===== config.mk =====
export PLATFORM = sky130hd
export DESIGN_NAME = uart_tx_arbiter
export DESIGN_NICKNAME = d
export VERILOG_FILES = /design/src/rtl/uart_tx_arbiter.sv
export SDC_FILE = /design/constraint.sdc
export NUM_CORES = 1
export LEC_CHECK = 0
export CORE_AREA = 8 8 76 78
export DETAILED_ROUTE_END_ITERATION = 10
export DIE_AREA = 0 0 84 86
export HOLD_SLACK_MARGIN = 0.06
export PLACE_DENSITY_LB_ADDON = 0.3
export SYNTH_ARGS = -nofsm -noshare
export SYNTH_HDL_FRONTEND = slang
export SYNTH_SLANG_ARGS = --single-unit

===== constraint.sdc =====
create_clock -name i_clock -period 2.9 [get_ports i_clock]
set_input_delay 0.58 -clock i_clock [delete_from_list [all_inputs] [get_ports i_clock]]
set_output_delay 0.58 -clock i_clock [all_outputs]
set_load 0.05 [all_outputs]

===== src/rtl/uart_tx_arbiter.sv =====
// uart_tx_arbiter: round-robin sharing of one UART transmitter among N_REQ byte sources,
// with per-requester bursts and a done-tick watchdog.
module uart_tx_arbiter #(
   parameter int N_REQ       = 4,
   parameter int DBIT        = 8,
   parameter int TIMEOUT_CYC = 4096
) (
   input  logic                    i_clock,
   input  logic                    i_reset,
   input  logic [N_REQ-1:0]        i_req,
   input  logic [N_REQ*DBIT-1:0]   i_data,
   input  logic [N_REQ-1:0]        i_last,
   output logic [N_REQ-1:0]        o_ack,
   output logic [N_REQ-1:0]        o_grant,
   output logic                    o_tx_start,
   output logic [DBIT-1:0]         o_tx_data,
   input  logic                    i_tx_done_tick,
   output logic                    o_busy,
   output logic                    o_timeout
);
   localparam int PW = $clog2(N_REQ);
   localparam int WW = $clog2(TIMEOUT_CYC);
   localparam logic [WW-1:0] WD_MAX = WW'(TIMEOUT_CYC - 1);
   typedef enum logic [1:0] {IDLE, START, WAIT} state_t;
   state_t state, state_n;
   logic [PW-1:0] ptr, ptr_n, gidx, gidx_n, sel, k;
   logic found;
   logic [WW-1:0] wd, wd_n;
   logic last_q, last_n;
   logic [DBIT-1:0] data_n;
   logic [N_REQ-1:0] grant_n;
   // scan downward so the nearest set bit after ptr is the one that sticks
   always_comb begin
      sel = '0;
      found = 1'b0;
      k = '0;
      for (int i = N_REQ; i >= 1; i--) begin
         k = PW'((int'(ptr) + i) % N_REQ);
         if (i_req[k]) begin
            sel = k;
            found = 1'b1;
         end
      end
   end
   always_comb begin
      state_n = state;
      ptr_n = ptr;
      gidx_n = gidx;
      grant_n = o_grant;
      data_n = o_tx_data;
      last_n = last_q;
      wd_n = wd;
      o_tx_start = 1'b0;
      o_ack = '0;
      o_timeout = 1'b0;
      o_busy = state != IDLE;
      case (state)
         IDLE: if (found) begin
            gidx_n = sel;
            grant_n = N_REQ'(1) << sel;
            data_n = i_data[sel*DBIT +: DBIT];
            last_n = i_last[sel];
            state_n = START;
         end
         START: begin
            o_tx_start = 1'b1;
            o_ack = o_grant;
            wd_n = '0;
            state_n = WAIT;
         end
         WAIT: begin
            wd_n = (wd == WD_MAX) ? wd : wd + 1'b1;
            if (i_tx_done_tick) begin
               if (!last_q && i_req[gidx]) begin
                  data_n = i_data[gidx*DBIT +: DBIT];
                  last_n = i_last[gidx];
                  state_n = START;
               end else begin
                  ptr_n = gidx;
                  grant_n = '0;
                  state_n = IDLE;
               end
            end else if (wd == WD_MAX) begin
               o_timeout = 1'b1;
               ptr_n = gidx;
               grant_n = '0;
               state_n = IDLE;
            end
         end
         default: state_n = IDLE;
      endcase
   end
   always_ff @(posedge i_clock) begin
      if (!i_reset) begin
         state <= IDLE;
         ptr <= PW'(N_REQ - 1);
         gidx <= '0;
         o_grant <= '0;
         o_tx_data <= '0;
         last_q <= 1'b0;
         wd <= '0;
      end else begin
         state <= state_n;
         ptr <= ptr_n;
         gidx <= gidx_n;
         o_grant <= grant_n;
         o_tx_data <= data_n;
         last_q <= last_n;
         wd <= wd_n;
      end
   end
endmodule


==> qor.yml <==
critical_path:
  start_kind: "flop"
  critical_path_class: "reg -> out"
  cp-end-kind: "output port"
  rr_startpoint: "gidx[0]$_SDFFE_PN0P_"
  worst_ep_required_time_ns: 2.32
  crit_start: "state[1]$_SDFFE_PN0P_"
  crit_path_max_fanout: 10
  crit_arrival_ns: 2.04
min_path:
  min_path_type: "reg -> reg"
  hp-start: "o_grant[1]$_SDFFE_PN0P_"
clocking:
  clock-sinks: 31
  insertion_delay_ns: 0.29
  htree_levels: 2
  ctsLongestPathBuffers: 2
  cts_made_buffers: 5
  root_buffer: "clkbuf_8"
  cts_setup_buffers: 0
  cts.clk_slew.worst_paths_ns: 0.07
  post_cts_resized: 0
  ctsHoldBuffers: 0
  cts_tree: "yes"
timing:
  fin_crit_ns: 2.617
  rsz0062_at_grt: "no"
  setup-violations-final: 0
  clock.fmax_mhz: 382.1
  tns_ns: 0
  finClkSkew_ns: 0.009283
  fin_crit_sh_pct: 90.25
  tightest_slew_ns: 0.8341
  timing_hold_violations_final: 0
  hold_slack_ns: 0.4752
  relSlewSlack_pct: 44.33
  drv_slew: 0
finish:
  final_cell_mix: "clkdlybuf4s50_1 (56), nor2_1 (34), dfxtp_1 (31)"
  drive_above_1_share_pct: 11.19
  areaGrowthSynthToFinish_pct: 44.18
  final_common_cell: "clkdlybuf4s50_1"
  register_area_um2: 620.6
  fin_nets: 338
  diodes: 0
  fillerInstances: 412
  multi_input_area_um2: 1157
  final_core_util_pct: 58.34
  postLayoutCellArea_um2: 2683
yosys:
  syn_nets: 268
  ys_ff_latch: 31
  synth_cells: 224
  yosysWarnings: 0
  yosysSeqAreaShare_pct: 33.36
  avgSynthCellArea_um2: 8.306
  syn_area_um2: 1861
  synth_cell_types: 40
global_route:
  grt_pass1_wl_mm: 8.963
  grt_pass1_vias: 1926
  grt_overflow: 0
  antenna_found_initial: 0
  grt_start_max_net_pins: 25
  grt_usage_pct: 14.77
pwr:
  leakagePower_nw: 1.032
  p_per_area_nw_per_um2: 528.0
  peakVddDrop_mv: 0.3029
job:
  maxCapViolCount: 0
route:
  drc: 0
  dr_total_vias: 1902
  wl_per_cell_um: 14.99
  wirelength_mm: 5.233
  firstDrtPassIters: 4
  via_per_inst: 5.450
  drt-initial-drc-count: 123
  drtAntennaViolNets: 0
floorplanning:
  pin_count: 62
  start_util_pct: 40.46
  die_w_um: 84
  die_h_um: 86
  coreArea_um2: 4598
  design.die.area_um2: 7224
  num_rows: 25
placed_design:
  dp_hpwl_mm: 4.047
  io_buffers: 61
  place_area_um2: 2565
  gp_congestion: 0.8672
run_status:
  status: "complete, no violations"
## Yosys cell counts
library cell,n,area share [%]
nor2_1,34,6.9
dfxtp_1,31,33
mux2i_1,22,12
nand2_1,21,4.2
a21oi_1,11,3.0
and3_1,9,3.0
nand3_1,8,2.2
nor3_1,8,2.2
inv_1,7,1.4
a2111oi_1,6,3.2
clkbuf_1,6,1.2
nand2b_1,5,1.7
and2_1,4,1.3
nand4_1,4,1.3
o21ai_0,4,1.1
xnor2_1,4,1.9
a22oi_1,3,1.2
a31oi_1,3,1.0
buf_6,3,1.8
o22ai_1,3,1.0
a2111oi_2,2,1.6
a211oi_1,2,0.81
mux4_2,2,2.4
nor2b_1,2,0.67
nor4_1,2,0.67
o21a_1,2,0.81
or2_2,2,0.67
or3_1,2,0.67
a21o_1,1,0.40
a311oi_1,1,0.47
and4_1,1,0.47
ha_1,1,0.67
mux2_2,1,0.61
nor2b_4,1,0.74
nor3b_1,1,0.40
nor4b_1,1,0.47
o211ai_1,1,0.40
o21ai_1,1,0.27
o41ai_1,1,0.47
o41ai_4,1,1.5
## state kept, by name, summed over array words and instances (netlist names)
register / flops
last_q: 1
state: 2
wd: 12
gidx: 2
o_tx_data: 8
o_grant: 4
ptr: 2
## where the power goes
group          leakage [nW]  switching [W]  internal (W)
logic                 0.717       0.000268      0.000210
clock network        0.0612       0.000172      0.000278
registers             0.254      0.0000275      0.000461
## through the flow
stage | total power, W | worst slack (ns) | instances
6_report | 0.001416 | 0.2826 | 349
5_1_grt | 0.001485 | 0.1992 | 349
3_3_place_gp | 0.0009724 | 0.2338 | 341
2_1_floorplan | 0.0007891 | 0.2461 | 224
4_1_cts | 0.001426 | 0.2713 | 349
3_5_place_dp | 0.0009779 | 0.1107 | 341
## cells by family (layout without fill, tap and decap cells)
| family | count (synthesis) | after routing | synth area share (%) |
|---|---|---|---|
| and+or+nand+nor | 105 | 105 | 27.57 |
| buffers and inverters | 16 | 87 | 4.439 |
| adders and majority gates | 1 | 1 | 0.6724 |
| DFF | 31 | 31 | 33.36 |
| AOI/OAI and AO/OA | 42 | 42 | 17.22 |
| xor gates and xnor gates | 4 | 4 | 1.883 |
| muxes | 25 | 25 | 14.86 |
## per-layer routing
layer	part of all wire (%)	track usage [%]	up-vias	wire length, µm
li1	-	-	950	-
met3	5.2	4.076	9	274
met2	50	26.25	52	2615
met4	1.3	4.396	0	69
met5	0	0	-	0
met1	43	16.70	891	2274
## worst max-delay path, stage by stage (launching register included)
cell and delay (ns):
dfxtp_1 0.40, nand2b_1 0.29, inv_1 0.22, clkdlybuf4s50_1 0.84
## worst paths after layout
kind	end	slack [ns]	cells after the start
max reg2reg	o_tx_data[2]$_SDFFE_PN0P_	0.75	6
min reg2reg	o_grant[1]$_SDFFE_PN0P_	0.48	2
min	o_grant[1]$_SDFFE_PN0P_	0.48	2
max	o_tx_start	0.28	3
## area by class of cell
| class | count | share of cell area (%) |
|---|---|---|
| Inverter | 7 | 0.9795 |
| Clock buffer | 6 | 3.078 |
| Multi-Input combinational cell | 177 | 43.14 |
| Clock inverter | 2 | 1.306 |
| Sequential cell | 31 | 23.13 |
| Tap cell | 54 | 2.519 |
| Timing Repair Buffer | 72 | 25.84 |
Power figures use the tool's default switching activity.
